===== src/rtl/mdu_pkg.sv =====
`default_nettype none
// +-----------------------------------------------------------------------+
// | mdu_pkg : op encodings, FSM state type and counter sizing for mdu_iter |
// | rev 1.0                                                               |
// +-----------------------------------------------------------------------+
package mdu_pkg;

  localparam logic [3:0] MDU_MULT  = 4'd0;
  localparam logic [3:0] MDU_MULTU = 4'd1;
  localparam logic [3:0] MDU_DIV   = 4'd2;
  localparam logic [3:0] MDU_DIVU  = 4'd3;
  localparam logic [3:0] MDU_MTHI  = 4'd4;
  localparam logic [3:0] MDU_MTLO  = 4'd5;
  localparam logic [3:0] MDU_MADD  = 4'd6;
  localparam logic [3:0] MDU_MADDU = 4'd7;
  localparam logic [3:0] MDU_MSUB  = 4'd8;
  localparam logic [3:0] MDU_MSUBU = 4'd9;

  typedef enum logic [1:0] {
    ST_IDLE = 2'd0,
    ST_MUL  = 2'd1,
    ST_DIV  = 2'd2,
    ST_FIX  = 2'd3
  } mdu_state_e;

  function automatic int cnt_width(input int mul_cycles, input int xlen);
    int m;
    m = (mul_cycles > xlen) ? mul_cycles : xlen;
    return $clog2(m + 1);
  endfunction

endpackage
`default_nettype wire


===== src/rtl/mdu_iter_if.sv =====
`default_nettype none
// +-----------------------------------------------------------------------+
// | mdu_iter_if : launch/operand/result bundle between E-stage and MDU     |
// | rev 1.0                                                               |
// +-----------------------------------------------------------------------+
interface mdu_iter_if #(
  parameter int XLEN = 32
);
  logic            start;
  logic [3:0]      op;
  logic [XLEN-1:0] a;
  logic [XLEN-1:0] b;
  logic            busy;
  logic [XLEN-1:0] hi;
  logic [XLEN-1:0] lo;

  modport master (output start, op, a, b, input busy, hi, lo);
  modport slave  (input start, op, a, b, output busy, hi, lo);
endinterface
`default_nettype wire


===== src/rtl/mdu_div_core.sv =====
`default_nettype none
// +-----------------------------------------------------------------------+
// | mdu_div_core : iterative unsigned restoring divider, one bit per step  |
// | rev 1.0                                                               |
// +-----------------------------------------------------------------------+
module mdu_div_core #(
  parameter int XLEN = 32
) (
  input  logic            clk,
  input  logic            reset,
  input  logic            i_load,
  input  logic            i_step,
  input  logic [XLEN-1:0] i_dividend,
  input  logic [XLEN-1:0] i_divisor,
  output logic [XLEN-1:0] o_quot,
  output logic [XLEN-1:0] o_rem,
  output logic            o_last
);
  localparam int CW = $clog2(XLEN + 1);

  logic [XLEN-1:0] r_quot, r_rem, r_div, w_diff;
  logic [XLEN:0]   w_shift;
  logic [CW-1:0]   r_cnt;
  logic            w_ge;

  // Dividend bits enter the remainder from the quotient register's MSB.
  assign w_shift = {r_rem, r_quot[XLEN-1]};
  assign w_ge    = (w_shift >= {1'b0, r_div});
  assign w_diff  = w_shift[XLEN-1:0] - r_div;
  assign o_last  = (r_cnt == CW'(XLEN - 1));
  assign o_quot  = r_quot;
  assign o_rem   = r_rem;

  always_ff @(posedge clk or negedge reset) begin
    if (!reset) begin
      r_quot <= '0;
      r_rem  <= '0;
      r_div  <= '0;
      r_cnt  <= '0;
    end else if (i_load) begin
      r_quot <= i_dividend;
      r_rem  <= '0;
      r_div  <= i_divisor;
      r_cnt  <= '0;
    end else if (i_step) begin
      r_quot <= {r_quot[XLEN-2:0], w_ge};
      r_rem  <= w_ge ? w_diff : w_shift[XLEN-1:0];
      r_cnt  <= r_cnt + CW'(1);
    end
  end
endmodule
`default_nettype wire


===== src/rtl/mdu_iter.sv =====
`default_nettype none
// +-----------------------------------------------------------------------+
// | mdu_iter : multi-cycle MIPS multiply/divide unit with HI/LO registers  |
// | Optional MADD/MADDU/MSUB/MSUBU accumulate via `define MDU_MADD_EN      |
// | rev 1.0                                                               |
// +-----------------------------------------------------------------------+
module mdu_iter
  import mdu_pkg::*;
#(
  parameter int XLEN       = 32,
  parameter int MUL_CYCLES = 5
) (
  input  logic      clk,
  input  logic      reset,
  mdu_iter_if.slave bus
);
  localparam int            CW         = cnt_width(MUL_CYCLES, XLEN);
  localparam logic [CW-1:0] c_MUL_LOAD = CW'(MUL_CYCLES - 1);

  mdu_state_e        r_state, w_next;
  logic [CW-1:0]     r_cnt;
  logic [2*XLEN-1:0] r_prod, w_prod, w_mul_res, w_ext_a, w_ext_b;
  logic [XLEN-1:0]   r_hi, r_lo, r_a_raw;
  logic [XLEN-1:0]   w_abs_a, w_abs_b, w_quot, w_rem, w_q_fix, w_r_fix;
  logic              r_qneg, r_rneg, r_dz;
  logic              w_accept, w_is_mul, w_is_div, w_signed, w_div_last;

  always_comb begin
    w_is_mul = 1'b0;
    w_is_div = 1'b0;
    w_signed = 1'b0;
    case (bus.op)
      MDU_MULT:  begin w_is_mul = 1'b1; w_signed = 1'b1; end
      MDU_MULTU: w_is_mul = 1'b1;
      MDU_DIV:   begin w_is_div = 1'b1; w_signed = 1'b1; end
      MDU_DIVU:  w_is_div = 1'b1;
`ifdef MDU_MADD_EN
      MDU_MADD, MDU_MSUB:   begin w_is_mul = 1'b1; w_signed = 1'b1; end
      MDU_MADDU, MDU_MSUBU: w_is_mul = 1'b1;
`endif
      default: ;
    endcase
  end

  assign w_accept = bus.start && (r_state == ST_IDLE);

  // Sign-extending to 2*XLEN lets one unsigned multiplier serve both flavours.
  assign w_ext_a = {{XLEN{w_signed & bus.a[XLEN-1]}}, bus.a};
  assign w_ext_b = {{XLEN{w_signed & bus.b[XLEN-1]}}, bus.b};
  assign w_prod  = w_ext_a * w_ext_b;

  assign w_abs_a = (w_signed && bus.a[XLEN-1]) ? -bus.a : bus.a;
  assign w_abs_b = (w_signed && bus.b[XLEN-1]) ? -bus.b : bus.b;
  assign w_q_fix = r_qneg ? -w_quot : w_quot;
  assign w_r_fix = r_rneg ? -w_rem : w_rem;

`ifdef MDU_MADD_EN
  logic r_acc, r_sub;
  always_comb begin
    w_mul_res = r_prod;
    if (r_acc) w_mul_res = r_sub ? ({r_hi, r_lo} - r_prod) : ({r_hi, r_lo} + r_prod);
  end
`else
  assign w_mul_res = r_prod;
`endif

  mdu_div_core #(.XLEN(XLEN)) u_div (
    .clk        (clk),
    .reset      (reset),
    .i_load     (w_accept && w_is_div),
    .i_step     (r_state == ST_DIV),
    .i_dividend (w_abs_a),
    .i_divisor  (w_abs_b),
    .o_quot     (w_quot),
    .o_rem      (w_rem),
    .o_last     (w_div_last)
  );

  always_ff @(posedge clk or negedge reset) begin
    if (!reset) r_state <= ST_IDLE;
    else        r_state <= w_next;
  end

  always_comb begin
    w_next = r_state;
    case (r_state)
      ST_IDLE: begin
        if (w_accept && w_is_mul)      w_next = ST_MUL;
        else if (w_accept && w_is_div) w_next = ST_DIV;
      end
      ST_MUL:  if (r_cnt == '0) w_next = ST_IDLE;
      ST_DIV:  if (w_div_last) w_next = ST_FIX;
      ST_FIX:  w_next = ST_IDLE;
      default: w_next = ST_IDLE;
    endcase
  end

  always_ff @(posedge clk or negedge reset) begin
    if (!reset) begin
      r_hi    <= '0;
      r_lo    <= '0;
      r_prod  <= '0;
      r_cnt   <= '0;
      r_qneg  <= 1'b0;
      r_rneg  <= 1'b0;
      r_dz    <= 1'b0;
      r_a_raw <= '0;
`ifdef MDU_MADD_EN
      r_acc   <= 1'b0;
      r_sub   <= 1'b0;
`endif
    end else begin
      case (r_state)
        ST_IDLE: if (bus.start) begin
          if (bus.op == MDU_MTHI) r_hi <= bus.a;
          if (bus.op == MDU_MTLO) r_lo <= bus.a;
          if (w_is_mul) begin
            r_prod <= w_prod;
            r_cnt  <= c_MUL_LOAD;
`ifdef MDU_MADD_EN
            r_acc  <= (bus.op == MDU_MADD) || (bus.op == MDU_MADDU) ||
                      (bus.op == MDU_MSUB) || (bus.op == MDU_MSUBU);
            r_sub  <= (bus.op == MDU_MSUB) || (bus.op == MDU_MSUBU);
`endif
          end
          if (w_is_div) begin
            r_qneg  <= w_signed & (bus.a[XLEN-1] ^ bus.b[XLEN-1]);
            r_rneg  <= w_signed & bus.a[XLEN-1];
            r_dz    <= (bus.b == '0);
            r_a_raw <= bus.a;
          end
        end
        ST_MUL: begin
          if (r_cnt == '0) {r_hi, r_lo} <= w_mul_res;
          else             r_cnt <= r_cnt - CW'(1);
        end
        ST_FIX: begin
          // Divide by zero reports the raw dividend and an all-ones quotient.
          r_lo <= r_dz ? '1 : w_q_fix;
          r_hi <= r_dz ? r_a_raw : w_r_fix;
        end
        default: ;
      endcase
    end
  end

  assign bus.busy = (r_state != ST_IDLE);
  assign bus.hi   = r_hi;
  assign bus.lo   = r_lo;
endmodule
`default_nettype wire


===== src/flat_wrapper.sv =====
// flat-port wrapper written by rule: the top's interface ports become plain ports
module mdu_iter_flat import mdu_pkg::*;
#(
  parameter int XLEN       = 32,
  parameter int MUL_CYCLES = 5
)
  (clk, reset, bus_start, bus_op, bus_a, bus_b, bus_busy, bus_hi, bus_lo);
  mdu_iter_if #(.XLEN(XLEN)) bus_i ();
  input  logic clk;
  input  logic reset;
  input wire logic [$bits(bus_i.start)-1:0] bus_start;
  input wire logic [$bits(bus_i.op)-1:0] bus_op;
  input wire logic [$bits(bus_i.a)-1:0] bus_a;
  input wire logic [$bits(bus_i.b)-1:0] bus_b;
  output wire logic [$bits(bus_i.busy)-1:0] bus_busy;
  output wire logic [$bits(bus_i.hi)-1:0] bus_hi;
  output wire logic [$bits(bus_i.lo)-1:0] bus_lo;
  assign bus_i.start = bus_start;
  assign bus_i.op = bus_op;
  assign bus_i.a = bus_a;
  assign bus_i.b = bus_b;
  assign bus_busy = bus_i.busy;
  assign bus_hi = bus_i.hi;
  assign bus_lo = bus_i.lo;
  mdu_iter #(.XLEN(XLEN), .MUL_CYCLES(MUL_CYCLES)) u_core (.clk(clk), .reset(reset), .bus(bus_i));
endmodule

===== config.mk =====
export PLATFORM = sky130hd
export DESIGN_NAME = mdu_iter_flat
export DESIGN_NICKNAME = d
export VERILOG_FILES = /design/src/rtl/mdu_pkg.sv /design/src/rtl/mdu_iter_if.sv /design/src/rtl/mdu_div_core.sv /design/src/rtl/mdu_iter.sv /design/src/flat_wrapper.sv
export SDC_FILE = /design/constraint.sdc
export NUM_CORES = 2
export LEC_CHECK = 0
export ABC_AREA = 1
export CAP_MARGIN = 25
export CORE_MARGIN = 2
export CORE_UTILIZATION = 55
export CTS_BUF_LIST = sky130_fd_sc_hd__clkbuf_16
export DETAILED_ROUTE_END_ITERATION = 6
export HOLD_SLACK_MARGIN = 0.12
export PLACE_DENSITY = 0.72
export SYNTH_ARGS = -nofsm -noshare
export SYNTH_HDL_FRONTEND = slang
export SYNTH_SLANG_ARGS = --single-unit

===== constraint.sdc =====
create_clock -name clk -period 5.1 [get_ports clk]
set_clock_uncertainty 0.1 [all_clocks]
set_input_delay 0.51 -clock clk [delete_from_list [all_inputs] [get_ports clk]]
set_output_delay 0.51 -clock clk [all_outputs]
set_load 0.01 [all_outputs]

==> metrics.txt <==
DR pass1 iterations 6; Die Y between 300 and 400 um; Routed WL per cell 23.16 um; H-tree Lvls 1; setup ws final -1984 ps; Root Buffer clkbuf_16; compound-gate portion of the synthesized area 0.06048; worst path arrival time ~7500 ps; clk sink count 273; max cap viols 0; post-synthesis simple-gate area fraction 0.2239; Critical Path Fanout Max 7; Starting Density 0.5542; Final setup viols 54; layout cell share with drive strength beyond 1 0.2207; synthesis-stage register bit count approximately 270; mapped cell area 58340 um^2; DR vias/cell 5.597; worst skew pair latency 630 ps; Fmax between 100 and 150 MHz; die footprint 108700 um^2; largest net degree at the start of global routing 109; FF-to-FF End u_core.u_div.o_quot[25]; ranking of synthesized cells by area fa_1 39%, nand2_1 14%, inv_1 12%, dfrtp_1 12%, ha_1 5.4%; type of destination of the critical path flop; Avg Inst Size Synth 7.490 um^2; row count 119; antenna-violating nets left 0; area delta synth->final 27.23%; Die W 329.7 um; status finished, violations left; post-synthesis mux area share 0; Async SR Flop Fraction 1.000; worst hold path type in -> reg; global-route wire length before repair 344.1 mm; FF-to-FF path depth 10; EDFF count, synth 0; drt initial violations between 5000 and 6000; area fraction of the dominant cell type after synthesis 0.3864; routability cong. ~1.0; Slew Viols, Final 0; Yosys warnings 0; DR DRC count 0; total global routing overflow 0; Setup crit start kind input pin; Synth Flop Type dfrtp_1; Yosys cell types 60; CTS tree done; register area share after synthesis 0.1171; Syn Nets 9237; Setup CP Type in -> reg; Setup Slack @ Placement -3126 ps; Total Wirelength 229.7 mm; hold path depth 4; CTS Buf Count 30; register area about 6800 um^2; DPL Wire Length 183.5 mm; main combinational cell family by area after synthesis adder cells; # IOs roughly 140; Area after DPL 67520 um^2; Layout Nets 9942; worst-margin pin slew about 1200 ps; reg-to-reg critical path startpoint u_core.r_state[0]; Final Cycle Share 1.389; Min Hold Slack 263.3 ps; deepest clock path buffer count 3; Slew headroom 0.1843; number of global-route vias before repair 56350; Final Hold Fails 0; unrepaired setup endpoints after global routing true; XOR/XNOR Fraction of Synth Area 0.01021; Reg2Reg Setup Slack ~1300 ps; total track usage 0.4254; Final Cell Area 74220 um^2; hold-critical path endpoint u_core.r_a_raw[9]; core area 105300 um^2; max incr delay on CP 680 ps; hold path start bus_a[9]; via count 55500; Synth Instances 7788; Critical-path top delay cell fa_2; failing checks negative setup slack; crit path time final 7084 ps; multi-input logic area approximately 47000 um^2; Adder-Cell Fraction of Synth Area 0.4405; worst path required time between 5000 and 6000 ps; Clk pin slew, worst setup/hold paths about 70 ps; initial antenna violation count 17; # fillers 8186; area leader, netlist fa_1; number of port buffers 135
-- how the worst max path moves through the flow --
stage	from	end	slack, ps	cells past startpoint
2_1_floorplan	bus_op[2]	u_core.r_prod[63]	-1980	27
4_1_cts	bus_op[3]	u_core.r_prod[61]	-1980	31
3_5_place_dp	bus_op[2]	u_core.r_prod[61]	-3130	32
6_report	bus_op[3]	u_core.r_prod[61]	-1980	33
5_1_grt	bus_op[0]	u_core.r_prod[61]	-2190	32
3_3_place_gp	bus_op[0]	u_core.r_prod[61]	-3110	32
-- routing by layer --
| layer | vias up | routed length (um) | track usage |
|---|---|---|---|
| li1 | 24300 | - | - |
| met1 | 27400 | 85740 | 0.5546 |
| met2 | 3111 | 100400 | 0.6438 |
| met3 | 684 | 25850 | 0.1116 |
| met4 | 12 | 17590 | 0.2465 |
| met5 | - | 80 | 0 |
-- synthesized netlist by cell type, drive strengths merged, types with 2 or more instances --
cell / count
a2bb2oi: 14
a21boi: 29
o31ai: 13
fa: 1126
o211ai: 22
a31oi: 10
nand4: 78
ha: 252
nor2: 436
nand3: 357
xor2: 23
nand3b: 14
xnor2: 45
buf: 135
clkbuf: 241
o22ai: 10
inv: 1890
dfrtp: 273
a21oi: 174
or2: 41
and2: 3
a211oi: 37
o21bai: 25
and3: 3
a21o: 4
nor3: 52
o2111ai: 2
nand2: 2209
o21ai: 230
o221ai: 8
nor4: 8
o21a: 16
-- sequential cells by signal, indices dropped and copies added, names as in the netlist, 32 cells and up --
register and flops:
u_core.r_prod 64, u_core.bus.lo 32, u_core.bus.hi 32, u_core.u_div.o_quot 32, u_core.r_a_raw 32, u_core.u_div.r_div 32, u_core.u_div.o_rem 32
-- cells in the final DEF (no fill, tap or decap), types with 79 or more instances in the layout --
cell type	Yosys	final
fa_2	0	79
fa_1	1126	1047
buf_6	3	139
buf_12	0	125
a21oi_1	172	115
buf_4	7	628
dfrtp_1	273	273
nor2_4	5	82
inv_1	1880	1746
nor2_1	422	309
nand3_1	356	321
inv_2	9	139
ha_1	252	178
o21ai_0	222	181
nand2_1	2198	1981
nand2_2	8	146
-- area by class of cell --
type / count / area share
Timing Repair Buffer: 1049 / 0.1423
Clock buffer: 30 / 0.01011
Multi-Input combinational cell: 5248 / 0.6318
Sequential cell: 273 / 0.09205
Antenna cell: 10 / 0.0003372
Tap cell: 1391 / 0.02345
Clock inverter: 24 / 0.003911
Inverter: 1891 / 0.09599
-- timing repair --
item,CTS,global route
resized for setup,730,358
endpoints found under the hold margin,105,0
endpoints found under the setup margin,56,56
hold buffers,1,0
cloned,7,1
pin swaps,362,212
setup buffers,172,58
-- cell families after synthesis --
logic type | after synthesis
adders and majority gates | 1378
xor gates and xnor gates | 68
and+or+nand+nor | 3202
DFF | 273
AOI/OAI and AO/OA | 600
buffers and inverters | 2267
-- metrics by stage --
step                        util  cells  setup TNS, ps
after CTS                 0.6898   9855         -80290
after floorplan                -   7788         -74850
final                     0.7051   9916         -82470
after global routing      0.7050   9913         -91760
after global placement    0.6415   9628        -140130
after detailed placement  0.6415   9628        -142610
-- critical path, delay by kind of cell --
| family | cells | cell delay [ps] |
|---|---|---|
| AO/OA/AOI/OAI | 1 | 80 |
| adder cells (fa/ha/maj) | 9 | 4470 |
| buffers and inverters | 12 | 1460 |
| AND/OR/NAND/NOR | 11 | 940 |
Power is not shown: default switching activity piles up to over one toggle a cycle in this logic, so the estimate is an artifact.
